`config.mk`:
```
export PLATFORM = sky130hd
export DESIGN_NAME = branch_unit
export DESIGN_NICKNAME = d
export VERILOG_FILES = /design/src/rtl/branch_unit.sv
export SDC_FILE = /design/constraint.sdc
export NUM_CORES = 1
export LEC_CHECK = 0
export CAP_MARGIN = 20
export CORE_ASPECT_RATIO = 0.7
export CORE_UTILIZATION = 49
export CTS_BUF_LIST = sky130_fd_sc_hd__clkbuf_8
export DETAILED_ROUTE_END_ITERATION = 7
export HOLD_SLACK_MARGIN = 0.08
export PLACE_DENSITY = 0.81
export SLEW_MARGIN = 20
export SYNTH_ARGS = -nofsm -noshare
export SYNTH_HDL_FRONTEND = slang
export SYNTH_SLANG_ARGS = --single-unit
```
`constraint.sdc`:
```
create_clock -name clk_i -period 2.2 [get_ports clk_i]
set_input_delay 0.33 -clock clk_i [delete_from_list [all_inputs] [get_ports clk_i]]
set_output_delay 0.33 -clock clk_i [all_outputs]
set_load 0.005 [all_outputs]
```
`src/rtl/branch_unit.sv`:
```
// Branch decision for the accumulator CPU: combinational PC-load enable,
// plus a registered copy of it and a saturating taken-branch counter.
module branch_unit #(
    parameter logic [2:0] OP_JMP = 3'b100,
    parameter logic [2:0] OP_JZ  = 3'b101,
    parameter logic [2:0] OP_JC  = 3'b110,
    parameter int         CNT_W  = 16
) (
    input  logic             clk_i,
    input  logic             rst_ni,
    input  logic [2:0]       op_i,
    input  logic             flag_z_i,
    input  logic             flag_c_i,
    input  logic             ctrl_jmp_i,
    input  logic             clr_cnt_i,
    output logic             branch_o,
    output logic             branch_q_o,
    output logic [CNT_W-1:0] taken_cnt_o
);

    logic             w_cond;
    logic             w_sat;
    logic             r_branch_q;
    logic [CNT_W-1:0] r_cnt;

    // Exact case matching: opcodes carrying X/Z bits fall through to default.
    always_comb begin
        w_cond = 1'b0;
        case (op_i)
            OP_JMP:  w_cond = 1'b1;
            OP_JZ:   w_cond = flag_z_i;
            OP_JC:   w_cond = flag_c_i;
            default: w_cond = 1'b0;
        endcase
    end

    assign branch_o = ctrl_jmp_i & w_cond;
    assign w_sat    = &r_cnt;

    always_ff @(posedge clk_i or negedge rst_ni) begin
        if (!rst_ni) begin
            r_branch_q <= 1'b0;
            r_cnt      <= '0;
        end else begin
            r_branch_q <= branch_o;
            // Clear has priority over a same-cycle taken branch.
            if (clr_cnt_i)
                r_cnt <= '0;
            else if (branch_o && !w_sat)
                r_cnt <= r_cnt + 1'b1;
        end
    end

    assign branch_q_o  = r_branch_q;
    assign taken_cnt_o = r_cnt;

endmodule

```
==> results.txt, run 1 <==
----------------------------------------------------
[Outcome]
  Result of the run ... finished, final reports clean

[Worst setup path]
  Source of the critical timing path ... op_i[1]
  Critical Path End Type ... output port
  Cells along the critical path ... clkdlybuf4s50_1 > nor2b_4 > o22ai_2 > nand2_1 > inv_2 > clkdlybuf4s50_1
  Critical setup path kind ... primary input to output port
  Buffer and inverter count on the worst path ... 3
  Critical path's top delay family ... buffers and inverters
  Destination of the worst register-to-register timing path ... taken_cnt_o[7]
  Number of cell instances on the worst register-to-register path ... 6
  Data arrival time of the worst path ... 1.74 ns
  Largest fanout on the critical path ... 3
  Required time of the worst setup path ... 1.87 ns
  Startpoint type of the worst setup path ... primary input
  Crit-path max cell delay ... 0.49 ns
  Most common cell on crit path ... sky130_fd_sc_hd__clkdlybuf4s50_1
  Slack of the worst reg-to-reg path ... 0.22 ns
  Reg2reg start ... taken_cnt_o[0]
  Cell type of the slowest stage on the worst timing path ... sky130_fd_sc_hd__clkdlybuf4s50_1

[Layout]
  Area used by multi-input combinational logic ... 544 um2
  Most common cell after layout, fill and taps aside ... sky130_fd_sc_hd__clkdlybuf4s50_1
  Layout area overhead ... 31.8%
  Number of filler cells placed in the layout ... 155
  # diodes ... 0
  Final Net Count ... 145
  Final cell count without fillers ... 156
  Layout cells sized above 1 ... 16.4%
  Highest-count cells in the layout ignoring fill and taps ... 26 x sky130_fd_sc_hd__clkdlybuf4s50_1, 17 x sky130_fd_sc_hd__dfrtp_1, 13 x sky130_fd_sc_hd__a21oi_1
  Seq. cell area ... 425 um2

[Placement]
  Number of placed cells counting well taps ... 152
  Final weighted congestion in routability-driven placement ... 0.789
  Pre-CTS setup slack ... 0.0821 ns
  Estimated wirelength of the detail-placed design ... 1.69 mm
  Buffers added on ports ... 26

[Synthesis]
  Number of different library cells in the post-synthesis netlist ... 37
  #FFs+latches synth ... 17
  Count of flip-flops with a built-in enable after synthesis ... 0
  Post-Synthesis Cell Area ... 1020 um2
  Dominant synthesized flop cell ... sky130_fd_sc_hd__dfrtp_1
  Mean instance size in the synthesized netlist ... 9.74 um2
  Share of synthesized area occupied by flip-flops and latches ... 41.6%
  Async set or reset register ratio after synthesis ... 100%
  Yosys warning total ... 0
  Number of nets produced by synthesis ... 115
  Number of instances in the synthesized netlist ... 105

[Global routing]
  Number of global-route vias before repair ... 736
  Antenna violations before repair ... 0
  Total track usage ... 21.9%
  Maximum number of pins on one net before global-route repair ... 18
  Wire length of the first global-routing pass ... 3.47 mm
  Total overflow reported by the global router ... 0

[Detailed routing]
  Initial drt markers ... 24
  Detail-routed net length per standard cell ... 14.8 um
  DRC violation count after routing ... 0
  Remaining antenna violation count ... 0
  Pre-Repair DR Iteration Count ... 4
  Total via count after detailed routing ... 934
  Avg Vias per Cell ... 5.99
  Total wire length after detailed routing ... 2.31 mm

[STA]
  Final Max Tran Viols ... 0
  Final TNS setup ... 0 ns
  Upper clock frequency limit ... 482 MHz
  Actual slew at the worst max-slew pin ... 0.362 ns
  Final Worst Setup Slack ... 0.126 ns
  Final setup vio count ... 0
  Share of the clock period used by the worst path after layout ... 94.3%
  Final critical-path required period ... 2.07 ns
  Slew HR ... 75.8%
  RSZ-0062 raised after global routing ... false
  Worst-case hold slack ... 0.391 ns
  Setup Skew ... 0.00673 ns
  Count of endpoints failing hold in the final timing report ... 0

[Floorplan]
  Number of placement rows ... 13
  Std-Cell Core Area ... 1900 um2
  Die W ... 56.6 um
  Top-Level Pins ... 27
  Area enclosed by the die boundary ... 2280 um2
  Effective utilization at floorplan ... 53.7%
  Height of the die ... 40.2 um

[Clock tree]
  Deepest level of the CTS H-tree ... 1
  Maximum buffer depth of the clock tree ... 2
  Clock-pin slew on the worst setup and hold paths ... 0.07 ns
  Root Buffer ... sky130_fd_sc_hd__clkbuf_8
  Number of gates resized after cts ... 0
  Clock sink count ... 17
  Clock latency of the later-clocked register in the worst-skew pair ... 0.26 ns
  Total clock buffers created by CTS ... 3
  CTS tree ... done
  # hold bufs at CTS ... 0
  # Post-CTS Setup Buffers ... 0

[Min path]
  Path category of the worst min-delay check ... primary input to async pin

[Pwr]
  Leakage power ... 0.000503 uW
  Total power divided by cell area ... 444 nW/um2
  Power, Total ... 599 uW
  Peak supply drop ... 0.439 mV

[Job]
  Max-capacitance violation count ... 0

----------------------------------------------------
-- worst max path at each step --
stage | to | slack (ns) | cells after the start
2_1_floorplan | taken_cnt_o[7] | 0.39 | 7
3_3_place_gp | taken_cnt_o[7] | 0.12 | 7
3_5_place_dp | taken_cnt_o[7] | 0.08 | 7
4_1_cts | branch_o | 0.11 | 6
5_1_grt | branch_o | 0.009 | 6
6_report | branch_o | 0.13 | 6
-- stage by stage --
stage / cell area (um2) / utilization (%)
floorplan: 1020 / -
global placement: 1300 / 68.4
detailed placement: 1300 / 68.4
CTS: 1350 / 70.8
global route: 1350 / 70.8
finish: 1350 / 70.8
-- sequential cells by signal, indices dropped and copies added (netlist names) --
signal and count:
branch_q_o 1, taken_cnt_o 16
-- cell usage after synthesis (all sizes together) (2+ instances only) --
cell,instances,area [um2]
nand3,5,42.5
o31ai,3,22.5
o41ai,2,17.5
nand4,5,43.8
inv,4,15.0
nand2,9,33.8
nor3,2,26.3
or3,7,43.8
nor2b,3,33.8
clkbuf,2,11.3
and3,2,13.8
buf,2,16.3
nor2,4,15.0
and2,2,15.0
o21ai,8,40.0
or4,3,22.5
dfrtp,17,425
or4b,2,20.0
a21oi,13,65.1
nor4,2,18.8
-- worst reg2reg max path, stage by stage, from the launching register on --
cell and delay, ns:
sky130_fd_sc_hd__dfrtp_1 0.45, sky130_fd_sc_hd__ha_1 0.29, sky130_fd_sc_hd__nand2_1 0.16, sky130_fd_sc_hd__nor3_4 0.22, sky130_fd_sc_hd__nor2b_4 0.35, sky130_fd_sc_hd__nor4_2 0.10, sky130_fd_sc_hd__mux2_4 0.30
-- metal layers --
| metal | vias to the layer above | track usage [%] | wire length (um) |
|---|---|---|---|
| met5 | - | 0 | 0 |
| met1 | 435 | 29.3 | 1070 |
| met2 | 41 | 31.5 | 991 |
| met4 | 0 | 12.2 | 42 |
| met3 | 5 | 7.42 | 199 |
| li1 | 453 | - | - |
-- cell type report --
| class | instances | share of cell area (%) |
|---|---|---|
| clock buffer | 3 | 3.06 |
| clock inverter | 1 | 0.279 |
| inverter | 4 | 1.11 |
| multi-input combinational | 79 | 40.4 |
| sequential | 17 | 31.6 |
| tap | 22 | 2.04 |
| timing repair buffer | 30 | 21.5 |
-- cells by family (layout without fill, tap and decap cells) --
logic type	count (synthesis)	after routing	synth area share [%]
simple gates	48	48	33.5
compound gates	28	28	16.2
flops	17	17	41.6
buf+inv	9	38	5.14
fa+ha+maj	1	1	1.22
xor+xnor	1	1	0.857
mux	1	1	1.47
-- report_power, final --
| group | switching (uW) | leakage [uW] | internal (uW) | total, uW |
|---|---|---|---|---|
| clock network | 104 | 0.0000269 | 124 | 228 |
| logic | 24.9 | 0.000240 | 28.3 | 53.2 |
| registers | 2.57 | 0.000237 | 315 | 317 |
| total | 132 | 0.000503 | 467 | 599 |
No activity file was read; power rests on OpenSTA's default activity.
==> inputs of run 2 (changes only) <==
- CORE_ASPECT_RATIO: 0.7 -> unset
- GPL_TIMING_DRIVEN: unset -> 0
==> results.txt, run 2 (synthesis gave the netlist of run 1 again) <==
----------------------------------------------------
[Outcome]
  Result of the run ... finished, final reports clean

[STA]
  Actual slew at the worst max-slew pin ... 0.788 ns (+0.426 ns)
  Final TNS setup ... 0 ns (unchanged)
  Count of endpoints failing hold in the final timing report ... 0 (unchanged)
  Final critical-path required period ... 2.09 ns (+0.0178 ns)
  RSZ-0062 raised after global routing ... false
  Final setup vio count ... 0 (unchanged)
  Upper clock frequency limit ... 478 MHz (-0.85%)
  Final Max Tran Viols ... 0 (unchanged)
  Share of the clock period used by the worst path after layout ... 95.1% (+0.81 points)
  Slew HR ... 47.3% (-28 points)
  Setup Skew ... 0.00997 ns (+0.00323 ns)

[Clock tree]
  Clock sink count ... 17 (unchanged)
  # hold bufs at CTS ... 0 (unchanged)
  CTS tree ... done
  Root Buffer ... sky130_fd_sc_hd__clkbuf_8
  Total clock buffers created by CTS ... 3 (unchanged)
  Deepest level of the CTS H-tree ... 1 (unchanged)
  Clock latency of the later-clocked register in the worst-skew pair ... 0.26 ns (about the same)
  Clock-pin slew on the worst setup and hold paths ... 0.08 ns (about the same)
  Maximum buffer depth of the clock tree ... 2 (unchanged)

[Global routing]
  M1 GR Usage ... 30.8% (+1.5 points)
  Layer with the highest usage ... met2
  Total track usage ... 22.8% (+0.89 points)
  Wire length of the first global-routing pass ... 3.59 mm (+3.6%)
  Maximum number of pins on one net before global-route repair ... 18 (unchanged)
  Total overflow reported by the global router ... 0 (unchanged)
  Routing usage on met2 ... 36.2% (+4.7 points)
  Antenna violations before repair ... 0 (unchanged)
  Met3 usage ... 4.53% (-2.9 points)
  Number of global-route vias before repair ... 830 (+13%)

[Worst setup path]
  Cells along the critical path ... clkdlybuf4s50_1 > nor2b_4 > o22ai_4 > nand2_4 > inv_1 > clkdlybuf4s50_1
  Critical path's top delay family ... buffers and inverters
  Most common cell on crit path ... sky130_fd_sc_hd__clkdlybuf4s50_1
  Crit-path max cell delay ... 0.52 ns (+0.03 ns)
  Data arrival time of the worst path ... 1.76 ns (+0.02 ns)
  Largest fanout on the critical path ... 3 (unchanged)
  Startpoint type of the worst setup path ... primary input
  Critical Path End Type ... output port
  Buffer and inverter count on the worst path ... 3 (unchanged)
  Required time of the worst setup path ... 1.87 ns (about the same)
  Critical setup path kind ... primary input to output port
  Cell type of the slowest stage on the worst timing path ... sky130_fd_sc_hd__clkdlybuf4s50_1

[Floorplan]
  Top-Level Pins ... 27 (unchanged)
  Std-Cell Core Area ... 1960 um2 (+3.1%)
  Effective utilization at floorplan ... 52.1% (-1.6 points)
  Die W ... 47.7 um (-16%)
  Area enclosed by the die boundary ... 2270 um2 (-0.13%)
  Number of placement rows ... 16 (+3)
  Height of the die ... 47.7 um (+19%)

[Layout]
  Highest-count cells in the layout ignoring fill and taps ... 24 x sky130_fd_sc_hd__clkdlybuf4s50_1, 17 x sky130_fd_sc_hd__dfrtp_1, 13 x sky130_fd_sc_hd__a21oi_1
  Most common cell after layout, fill and taps aside ... sky130_fd_sc_hd__clkdlybuf4s50_1
  Final Net Count ... 147 (+1.4%)
  Final instance area ... 1390 um2 (+3.0%)
  Layout cells sized above 1 ... 18.4% (+2.0 points)
  Layout area overhead ... 35.7%
  # diodes ... 0 (unchanged)
  Final cell count without fillers ... 163 (+4.5%)
  Max FFs per register ... 16 (unchanged)

[Pwr]
  Total power divided by cell area ... 445 nW/um2 (+0.18%)
  Leakage power ... 0.000527 uW (+4.8%)
  Peak supply drop ... 0.384 mV (-13%)

[Detailed routing]
  Total wire length after detailed routing ... 2.35 mm (+1.9%)
  DRC violation count after routing ... 0 (unchanged)
  Pre-Repair DR Iteration Count ... 4 (unchanged)
  Detail-routed net length per standard cell ... 14.4 um (-2.5%)
  Initial drt markers ... 9 (-63%)
  Total via count after detailed routing ... 926 (-0.86%)
  Remaining antenna violation count ... 0 (unchanged)
  Avg Vias per Cell ... 5.68 (-5.1%)

[Placement]
  Final weighted congestion in routability-driven placement ... 0.755 (-4.3%)
  Placed Instance Area ... 1310 um2 (+0.29%)
  Number of placed cells counting well taps ... 157 (+3.3%)
  Estimated wirelength of the detail-placed design ... 1.70 mm (+0.68%)
  Buffers added on ports ... 25 (-3.8%)

[Min path]
  Path category of the worst min-delay check ... primary input to flop

[Job]
  Max-capacitance violation count ... 0 (unchanged)

----------------------------------------------------
## run 2: changes by cell type in the layout (fill, tap and decap cells not counted), sizes merged
cell / previous run / this run
inv: 5 / 4
clkbuf: 3 / 5
clkdlybuf4s50: 26 / 24
clkinv: 0 / 1
clkdlybuf4s25: 0 / 1
dlymetal6s2s: 0 / 1
## run 2: final timing paths
kind / start / to / slack (ns) / cells after the start
worst min register to register: taken_cnt_o[13] / taken_cnt_o[13] / 0.58 / 2
min in group asynchronous: rst_ni / taken_cnt_o[2] / 0.52 / 1
worst min-delay path: clr_cnt_i / taken_cnt_o[1] / 0.49 / 2
max in group asynchronous: rst_ni / taken_cnt_o[13] / 1.17 / 1
worst max-delay path: flag_c_i / branch_o / 0.11 / 6
worst max register to register: taken_cnt_o[0] / taken_cnt_o[7] / 0.24 / 7
## run 2: stage by stage
stage | hold slack, ns | setup slack, ns | util (%) | power [uW]
floorplan | 0.0344 | 0.388 | - | 341
global placement | 0.556 | -0.181 | 66.6 | 370
detailed placement | 0.569 | -0.298 | 66.6 | 373
CTS | 0.494 | 0.00841 | 69.8 | 616
global route | 0.513 | 0.0767 | 70.7 | 636
finish | 0.491 | 0.108 | 70.7 | 618
## run 2: report_power, final
part	switching, uW	internal [uW]	leakage (uW)	total, uW
clock network	117	126	0.0000255	243
logic	29.0	29.3	0.000265	58.3
registers	2.30	314	0.000237	317
total	148	470	0.000527	618
## run 2: repair_timing
| action | in CTS | in global routing |
|---|---|---|
| pin swaps | 2 | 1 |
| setup endpoints to repair | 1 | 1 |
| cloned | 0 | 0 |
| endpoints found under the hold margin | 0 | 0 |
| gates resized for setup | 3 | 1 |
| buffers inserted | 1 | 2 |
## run 2: area by class of cell
| cell class | instances | area (um2) |
|---|---|---|
| inverters | 4 | 15.0 |
| well taps | 27 | 33.8 |
| repair buffers | 28 | 275 |
| multi-input cells | 79 | 559 |
| flip-flops and latches | 17 | 425 |
| fillers | 167 | 574 |
| clock inverters | 1 | 5.00 |
| plain buffers | 4 | 32.5 |
| clock buffers | 3 | 41.3 |
## run 2: per-layer routing
metal | part of all wire, % | vias to the layer above | wire length, um
met5 | 0 | - | 0
met4 | 1.1 | 0 | 25
met3 | 4.6 | 5 | 108
met2 | 47 | 22 | 1100
met1 | 47 | 446 | 1120
li1 | - | 453 | -
==> inputs of run 3 (changes only) <==
- CAP_MARGIN: 20 -> unset
==> results of run 3 <==
The final DEF is identical to that of run 2; final timing and power are the same.
==> RTL change, RTL diff (config.mk and constraints of run 2) <==
`CNT_W`: 16 -> 32.
--- a/src/rtl/branch_unit.sv
+++ b/src/rtl/branch_unit.sv
@@ -6,3 +6,3 @@
     parameter logic [2:0] OP_JC  = 3'b110,
-    parameter int         CNT_W  = 16
+    parameter int         CNT_W  = 32
 ) (
Interface: changed (resized taken_cnt_o); port bits go from 27 to 43. The function was not compared with the original's and may differ.
==> RTL change against run 2 <==
Power rose by 96%. Worst setup slack got worse by 110 ps. Die area rose by 83%. Largest cell class unchanged. Cell area rose by 100%. Sequential cell count rose by 16. Combinational power rose by 41%. Routed wire length rose by 140%. Critical path depth rose by 4. Synthesized area rose by 87%. Register-to-register slack got worse by 210 ps.
==> RTL change: results <==
<?xml version="1.0" encoding="UTF-8"?>
<metrics>
  <group name="outcome">
    <metric name="outcome" unit="">completed</metric>
  </group>
  <group name="cells_and_area">
    <metric name="post_route_cells_drive_above_1_share" unit="%">24.6</metric>
    <metric name="final_nets" unit="">293</metric>
    <metric name="filler_cell_count" unit="">269</metric>
    <metric name="largest_register_ff_count" unit="">32</metric>
  </group>
  <group name="placed_design">
    <metric name="placement.setup.worst_slack" unit="ps">-587</metric>
    <metric name="routabilityCongestion" unit="">0.810</metric>
    <metric name="dp_hpwl" unit="mm">3.59</metric>
    <metric name="buffer_ports.inserted" unit="">41</metric>
  </group>
  <group name="worst_setup_path">
    <metric name="cp_data_arrival_time" unit="ps">2410</metric>
    <metric name="timing.reg2reg.setup_slack" unit="ps">30</metric>
    <metric name="timing.reg2reg.worst_path_depth" unit="">8</metric>
    <metric name="worst_path_max_fanout" unit="">6</metric>
    <metric name="critical_path.endpoint" unit="">taken_cnt_o[30]</metric>
    <metric name="max_stage_delay" unit="ps">470</metric>
  </group>
  <group name="clock_network">
    <metric name="cts.path.max_buffers" unit="">2</metric>
    <metric name="cts_buffer_count" unit="">5</metric>
    <metric name="htree_levels" unit="">2</metric>
  </group>
  <group name="logic_synthesis">
    <metric name="postSynthNetCount" unit="">218</metric>
    <metric name="synth_compound_gate_area_share" unit="%">18.7</metric>
    <metric name="synthMuxAreaShare" unit="%">2.94</metric>
    <metric name="post_synth_xor_area_fraction" unit="%">0</metric>
    <metric name="synthAdderAreaFrac" unit="%">0.653</metric>
    <metric name="synth_cell_type_count" unit="">35</metric>
    <metric name="gate_count_of_the_mapped_netlist" unit="">208</metric>
  </group>
  <group name="sta">
    <metric name="fmax" unit="GHz">0.455</metric>
    <metric name="final.hold.worst_slack" unit="ps">474</metric>
    <metric name="slew_headroom" unit="%">60.4</metric>
  </group>
  <group name="power">
    <metric name="pwr-share-seq" unit="%">50.6</metric>
    <metric name="total_leakage_power" unit="nW">1.07</metric>
    <metric name="p_switching" unit="mW">0.278</metric>
    <metric name="max-vdd-ir-drop" unit="mV">0.385</metric>
    <metric name="p_sw_share" unit="%">23.0</metric>
  </group>
  <group name="global_routing">
    <metric name="maximum_number_of_pins_on_one_net_before_global_route_repair" unit="">22</metric>
    <metric name="first_pass_grt_wire_length" unit="mm">8.67</metric>
  </group>
  <group name="hold_path">
    <metric name="timing.hold.worst.class" unit="">primary input to async pin</metric>
  </group>
  <group name="detailed_routing">
    <metric name="drt_iter0_markers" unit="">204</metric>
    <metric name="num_vias" unit="">2086</metric>
    <metric name="route.detailed.vias_per_inst" unit="">6.28</metric>
  </group>
</metrics>
[RTL change: cell count changes after synthesis, sizes merged, moves of 4 or more]
cell / delta
clkbuf: +5
nand3: +8
dfrtp: +16
a21oi: +15
o31ai: +16
and3: +4
or4: +16
nor2: +4
[RTL change: area by class of cell]
class	count	area [um2]	area share, %
buffer	10	73.8	2.63
clock buffer	7	96.3	3.43
clock inverter	1	5.00	0.178
inverter	6	22.5	0.802
multi-input combinational	159	1070	38.0
sequential	33	841	29.9
tap	48	60.1	2.14
timing repair buffer	68	643	22.9
[RTL change: what timing repair did]
item	in CTS	in global routing
hold endpoints to repair	12	0
hold buffers	1	0
pin swaps	3	5
gates resized for setup	14	19
cloned	0	1
setup buffers	5	19
endpoints found under the setup margin	24	25
[RTL change: layer usage]
metal  global-route usage [%]  wire length (um)  part of all wire, %  vias up
li1                         -                 -                    -      958
met1                     34.2              2380                   42     1033
met2                     44.5              2810                   50       85
met3                     7.04               336                  6.0       10
met4                     12.8               106                  1.9        0
met5                        0                 0                    0        -
